### config.mk
export PLATFORM = sky130hd
export DESIGN_NAME = frac_clock_gen
export DESIGN_NICKNAME = d
export VERILOG_FILES = /design/src/rtl/frac_clock_gen_pkg.sv /design/src/rtl/frac_clock_gen_phase_acc.sv /design/src/rtl/frac_clock_gen.sv
export SDC_FILE = /design/constraint.sdc
export NUM_CORES = 1
export LEC_CHECK = 0
export ABC_CLOCK_PERIOD_IN_PS = 6800
export BUFFER_PORTS_ARGS = -buffer_cell sky130_fd_sc_hd__buf_2
export CAP_MARGIN = 0
export CORE_ASPECT_RATIO = 0.7
export CORE_MARGIN = 2
export CORE_UTILIZATION = 40
export CTS_CLUSTER_SIZE = 28
export DETAILED_ROUTE_END_ITERATION = 16
export REMOVE_ABC_BUFFERS = 1
export SLEW_MARGIN = 25
export SYNTH_ARGS = -nofsm -noshare
export SYNTH_HDL_FRONTEND = slang
export SYNTH_HIERARCHICAL = 1
export SYNTH_SLANG_ARGS = --single-unit
### constraint.sdc
create_clock -name clk -period 6.8 [get_ports clk]
set_input_delay 1.36 -clock clk [delete_from_list [all_inputs] [get_ports clk]]
set_output_delay 1.36 -clock clk [all_outputs]
set_load 0.01 [all_outputs]
### src/rtl/frac_clock_gen_pkg.sv
// Shared constants and helpers for the fractional clock-enable generator.
// Used by the RTL and by the bench to derive increments.
package frac_clk_pkg;
  localparam int ACC_W_DEF  = 16;
  localparam int NUM_CH_DEF = 4;

  function automatic logic [31:0] default_inc(input int acc_w);
    return 32'd1 << (acc_w - 1);
  endfunction

  // Increment giving an average tick rate of num/den of the clock.
  function automatic logic [31:0] inc_for_ratio(input int acc_w, input int num, input int den);
    logic [63:0] scaled;
    scaled = (64'(num) << acc_w) / 64'(den);
    return scaled[31:0];
  endfunction
endpackage

### src/rtl/frac_clock_gen_phase_acc.sv
// One phase-accumulator channel: acc, live increment, shadow increment and the
// deferred apply logic. Optional sync input under FRAC_CLOCK_GEN_PHASE_SYNC_EN.
module frac_phase_acc
  import frac_clk_pkg::*;
#(
  parameter int               ACC_W       = ACC_W_DEF,
  parameter logic [ACC_W-1:0] DEFAULT_INC = ACC_W'(default_inc(ACC_W))
) (
  input  logic             clk,
  input  logic             rst_n,
  input  logic             en,
`ifdef FRAC_CLOCK_GEN_PHASE_SYNC_EN
  input  logic             sync,
`endif
  input  logic             wr,
  input  logic [ACC_W-1:0] wr_inc,
  output logic             tick,
  output logic             clk_div,
  output logic             pending
);

  logic [ACC_W-1:0] acc;
  logic [ACC_W-1:0] inc;
  logic [ACC_W-1:0] shadow;
  logic [ACC_W:0]   sum;
  logic             clear;
  logic             apply;

  assign sum = {1'b0, acc} + {1'b0, inc};

`ifdef FRAC_CLOCK_GEN_PHASE_SYNC_EN
  assign clear = !en || sync;
`else
  assign clear = !en;
`endif

  // A zero increment or a cleared channel never overflows, so apply at once.
  assign apply = pending && (clear || sum[ACC_W] || (inc == '0));

  always_ff @(posedge clk or negedge rst_n) begin
    if (!rst_n) begin
      acc     <= '0;
      inc     <= DEFAULT_INC;
      shadow  <= '0;
      pending <= 1'b0;
      tick    <= 1'b0;
    end else begin
      if (clear) begin
        acc  <= '0;
        tick <= 1'b0;
      end else begin
        {tick, acc} <= sum;
      end
      // wr is only ever raised while pending is low, so it never races apply.
      if (apply) begin
        inc     <= shadow;
        pending <= 1'b0;
      end else if (wr) begin
        shadow  <= wr_inc;
        pending <= 1'b1;
      end
    end
  end

  assign clk_div = acc[ACC_W-1];

endmodule

### src/rtl/frac_clock_gen.sv
// Multi-channel fractional clock-enable generator built on phase accumulators.
// Optional phase-sync input is enabled with FRAC_CLOCK_GEN_PHASE_SYNC_EN.
module frac_clock_gen
  import frac_clk_pkg::*;
#(
  parameter int               NUM_CH      = NUM_CH_DEF,
  parameter int               ACC_W       = ACC_W_DEF,
  parameter logic [ACC_W-1:0] DEFAULT_INC = ACC_W'(default_inc(ACC_W)),
  parameter int               CH_W        = (NUM_CH > 1) ? $clog2(NUM_CH) : 1
) (
  input  logic              clk,
  input  logic              rst_n,
  input  logic [NUM_CH-1:0] chan_en,
`ifdef FRAC_CLOCK_GEN_PHASE_SYNC_EN
  input  logic              sync,
`endif
  input  logic              cfg_wr,
  input  logic [CH_W-1:0]   cfg_chan,
  input  logic [ACC_W-1:0]  cfg_inc,
  output logic              cfg_ready,
  output logic [NUM_CH-1:0] pending,
  output logic [NUM_CH-1:0] tick,
  output logic [NUM_CH-1:0] clk_div
);

  // Config handshake: a write transfers on an edge where cfg_wr && cfg_ready;
  // cfg_wr without cfg_ready is dropped with no side effect and is not held.
  logic [NUM_CH-1:0] wr_sel;

  // Out-of-range channel numbers match no slot and so leave cfg_ready low.
  always_comb begin
    cfg_ready = 1'b0;
    wr_sel    = '0;
    for (int i = 0; i < NUM_CH; i++) begin
      if (cfg_chan == CH_W'(i)) begin
        cfg_ready = !pending[i];
        wr_sel[i] = cfg_wr && !pending[i];
      end
    end
  end

  for (genvar g = 0; g < NUM_CH; g++) begin : g_ch
    frac_phase_acc #(
      .ACC_W       (ACC_W),
      .DEFAULT_INC (DEFAULT_INC)
    ) u_acc (
      .clk     (clk),
      .rst_n   (rst_n),
      .en      (chan_en[g]),
`ifdef FRAC_CLOCK_GEN_PHASE_SYNC_EN
      .sync    (sync),
`endif
      .wr      (wr_sel[g]),
      .wr_inc  (cfg_inc),
      .tick    (tick[g]),
      .clk_div (clk_div[g]),
      .pending (pending[g])
    );
  end

endmodule

==> qor.txt <==
RUN STATUS
--------------------------------------------------------------------------------------
Outcome .................................................................    completed

POWER AND IR DROP
--------------------------------------------------------------------------------------
Power share of the clock group ..........................................        15.9%
Power per cell area .....................................................   529 mW/mm²
Switch share ............................................................        42.2%
Net Sw Power ............................................................      2.76 mW
VDD IR max ..............................................................   0.000271 V
Fraction of power consumed by sequential logic ..........................        32.3%
Static Leakage ..........................................................      5.57 nW
Combinational fraction of design power ..................................        51.8%
Internal ................................................................      3.78 mW

PLACEMENT
--------------------------------------------------------------------------------------
Post-placement worst setup slack ........................................      3.23 ns
Last weighted congestion value of the routability-driven placer .........        0.827
Number of placed cells counting well taps ...............................        1,398
HPWL Detailed ...........................................................    18,100 µm
# port buffers ..........................................................           37

SYNTHESIS
--------------------------------------------------------------------------------------
Proportion of synthesized area in mux cells .............................        12.9%
Post-synthesis sequential area ratio ....................................        44.4%
Fraction of synthesized cell area taken by the top area cell type .......        43.5%
Biggest area consumer among synthesized cells ...........................      dfrtp_1
Number of warnings printed during yosys synthesis .......................            6
Async set or reset register ratio after synthesis .......................         100%
Largest cells by area after synthesis ................................... dfrtp_1 (43%), mux2_4 (8.0%), ha_1 (7.1%), o211ai_1 (4.9%), mux2_2 (3.8%)
Count of mapped cells out of synthesis ..................................        1,025
Adder-cell share of the synthesized area ................................        7.81%
Fraction of synthesized cell area in xor and xnor cells .................        2.17%
Number of distinct standard cells referenced by the synthesized netlist .           60
Number of flip-flops and latches in the synthesized netlist .............          200
Number of enable flip-flop cells after synthesis ........................            0
Average instance area after synthesis ...................................     11.0 µm²
Cell area after technology mapping ......................................   0.0113 mm²
Dominant combinational cell family by area after synthesis .............. compound AO/OA/AOI/OAI gates
Leading register cell type out of synthesis .............................      dfrtp_1
Simple-Gate Fraction of Synth Area ......................................        13.0%
Compound-gate portion of the synthesized area ...........................        16.6%

SETUP PATH
--------------------------------------------------------------------------------------
Source of the critical timing path ...................................... g_ch[3].u_acc/inc[12]
Critical Path Sink ...................................................... g_ch[3].u_acc/inc[10]
Launching point of the worst reg2reg path ............................... g_ch[3].u_acc/inc[12]
Critical Setup Path Class ............................................... register to register
Worst Setup Start Kind ..................................................     register
Largest driver fanout on the critical path ..............................           20
Worst reg-to-reg path cell count ........................................            6
Data required time of the critical path .................................      7.09 ns
Capture point of the worst reg-to-reg path .............................. g_ch[3].u_acc/inc[10]
Arrival @ worst endpoint ................................................      3.90 ns
Sort of element at the end of the critical path .........................     register
Internal reg-to-reg setup slack .........................................      3.19 ns

STA
--------------------------------------------------------------------------------------
Number of pins with negative max-slew slack in the final report .........            0
Final Cycle Share .......................................................        53.1%
Min Tclk post-route .....................................................      3.61 ns
Final worst setup slack .................................................      3.19 ns
Final setup violation count .............................................            0
Max transition margin ...................................................        32.1%
Number of hold violations in the final report ...........................            0
Tightest Pin Transition .................................................      1.02 ns
Setup TNS ...............................................................         0 ns
Unrepaired setup endpoints after global routing .........................        false
Maximum achievable frequency ............................................    0.277 GHz
Layout Skew .............................................................    0.0128 ns
Min Hold Slack ..........................................................     0.508 ns

DIE
--------------------------------------------------------------------------------------
Die Wd ..................................................................       205 µm
Number of placement rows ................................................           51
Core Region .............................................................   0.0278 mm²
Die height ..............................................................       145 µm
Initial standard-cell utilization of the core ...........................        40.7%
Count of pins on the block boundary .....................................           38
Die Footprint ...........................................................   0.0296 mm²

CLOCKING
--------------------------------------------------------------------------------------
Clock-pin slew on the worst setup and hold paths ........................      0.08 ns
TritonCTS Sinks .........................................................          200
Hold-fix buffer count after cts .........................................            0
Bufs on Longest Clock Path ..............................................            2
Root Buffer Master ......................................................    clkbuf_16
Post-CTS setup buffer count .............................................            0
H-tree levels ...........................................................            4
TritonCTS clock tree ....................................................          yes
Count of instances resized after the clock tree is built ................            0
Number of clock buffers inserted by TritonCTS ...........................           17
Source-to-sink clock delay at the later pin of the worst-skew pair ......      0.45 ns

JOB
--------------------------------------------------------------------------------------
Max-cap violations ......................................................            0

ROUTING
--------------------------------------------------------------------------------------
Post-detailed-route DRC marker count ....................................            0
Initial DRC count .......................................................          480
Routed Antenna Nets .....................................................            0
WL per Instance .........................................................      17.7 µm
Vias per cell ...........................................................         5.49
Total Wirelength ........................................................    25,400 µm
Drt first pass iters ....................................................            4
Via count of the routed design ..........................................        7,860

FINISH
--------------------------------------------------------------------------------------
Area taken by multi-input logic gates ...................................  0.00592 mm²
Final antenna diode count ...............................................            0
FF+latch area ...........................................................  0.00501 mm²
Nets ....................................................................        1,141
Fill cell total of the finished layout ..................................        2,611
Fin cells ...............................................................        1,432
P&R area growth vs syn ..................................................        9.69%
Fraction of layout instances using a drive strength above 1 .............        19.5%

GLOBAL ROUTE
--------------------------------------------------------------------------------------
Tot GR Track Use ........................................................        18.2%
Via count of the first global-routing pass ..............................        7,578
First-pass GRT wire length ..............................................    41,700 µm
Antenna violations before repair ........................................            0
Total congestion overflow after global routing ..........................            0
Pin count of the biggest net entering global routing ....................          167

MIN PATH
--------------------------------------------------------------------------------------
Worst hold path type .................................................... register to register

[through the flow]
step / power [mW] / utilization (%) / area (µm²)
after CTS: 6.55 / 44.5 / 12300
final: 6.55 / 44.6 / 12400
after global routing: 7.10 / 44.6 / 12400
after detailed placement: 5.48 / 42.3 / 11700
after floorplan: 4.69 / - / 11000
after global placement: 5.42 / 42.3 / 11700
[layer usage]
| layer | track usage (%) | vias to the layer above | part of all wire, % |
|---|---|---|---|
| li1 | - | 3820 | - |
| met1 | 28.7 | 3902 | 56 |
| met2 | 25.3 | 122 | 41 |
| met3 | 3.11 | 16 | 2.8 |
| met4 | 4.42 | 0 | 0.81 |
| met5 | 0 | - | 0 |
[flip-flops by register name, indices dropped and copies added, names as in the netlist]
name / cells
g_ch.u_acc/pending: 4
g_ch.u_acc/shadow: 64
g_ch.u_acc/inc: 64
g_ch.u_acc/acc: 64
g_ch.u_acc/tick: 4
[critical path: stages, from the launching register on]
cell and delay, ns:
dfrtp_1 0.43, ha_1 0.37, nand4_1 0.63, inv_1 0.19
a2111oi_4 0.98, o21a_1 0.65, o211ai_1 0.20
[worst min path at each step]
| stage | start | end | slack (ns) | cells after the start |
|---|---|---|---|---|
| finish | g_ch[2].u_acc/shadow[4] | g_ch[2].u_acc/shadow[4] | 0.51 | 1 |
| CTS | g_ch[0].u_acc/shadow[3] | g_ch[0].u_acc/inc[3] | 0.51 | 1 |
| floorplan | g_ch[0].u_acc/shadow[0] | g_ch[0].u_acc/inc[0] | 0.47 | 1 |
| detailed placement | g_ch[0].u_acc/shadow[3] | g_ch[0].u_acc/inc[3] | 0.49 | 1 |
| global placement | g_ch[1].u_acc/shadow[0] | g_ch[1].u_acc/inc[0] | 0.48 | 1 |
| global route | g_ch[0].u_acc/shadow[1] | g_ch[0].u_acc/shadow[1] | 0.52 | 1 |
[cell families after synthesis]
kind of cell / count (synthesis)
AND/OR/NAND/NOR: 301
AO/OA/AOI/OAI: 254
flip-flops: 200
multiplexers: 109
adder cells (fa/ha/maj): 68
buffers and inverters: 65
XOR/XNOR: 28
[layout make-up]
cell class | instances | share of cell area (%)
multi-input combinational | 760 | 47.8
sequential | 200 | 40.5
tap | 371 | 3.75
clock buffer | 17 | 3.44
timing repair buffer | 44 | 2.28
clock inverter | 15 | 1.49
inverter | 25 | 0.758
[Yosys cell counts, types with 20 or more instances]
library cell	instances
a21oi_1	50
and2_1	30
clkbuf_1	22
dfrtp_1	196
ha_1	64
inv_1	21
mux2_2	38
mux2_4	60
nand2_1	113
nand3_1	22
nor2_1	52
nor4_1	20
o211ai_1	74
o21ai_0	34
[cell usage in the layout, fill, tap and decap left out, types with 12 or more instances in the layout]
| cell type | instances |
|---|---|
| a211oi_1 | 12 |
| a21o_1 | 18 |
| a21oi_1 | 50 |
| and2_1 | 30 |
| buf_2 | 36 |
| clkbuf_16 | 17 |
| dfrtp_1 | 196 |
| ha_1 | 64 |
| inv_1 | 21 |
| mux2_2 | 38 |
| mux2_4 | 60 |
| nand2_1 | 113 |
| nand2b_1 | 12 |
| nand3_1 | 22 |
| nor2_1 | 52 |
| nor3_1 | 13 |
| nor4_1 | 20 |
| o211ai_1 | 74 |
| o21a_1 | 12 |
| o21ai_0 | 34 |
| xnor2_1 | 12 |
| xor2_1 | 16 |
[power groups by stage]
stage          Sequential, mW  Clock (mW)  Combinational [mW]
3_3_place_gp             2.12           0                3.29
5_1_grt                  2.18        1.12                3.80
6_report                 2.11        1.04                3.39
3_5_place_dp             2.13           0                3.35
4_1_cts                  2.11        1.07                3.37
2_1_floorplan            1.99           0                2.70
No activity file was read; power rests on OpenSTA's default activity.
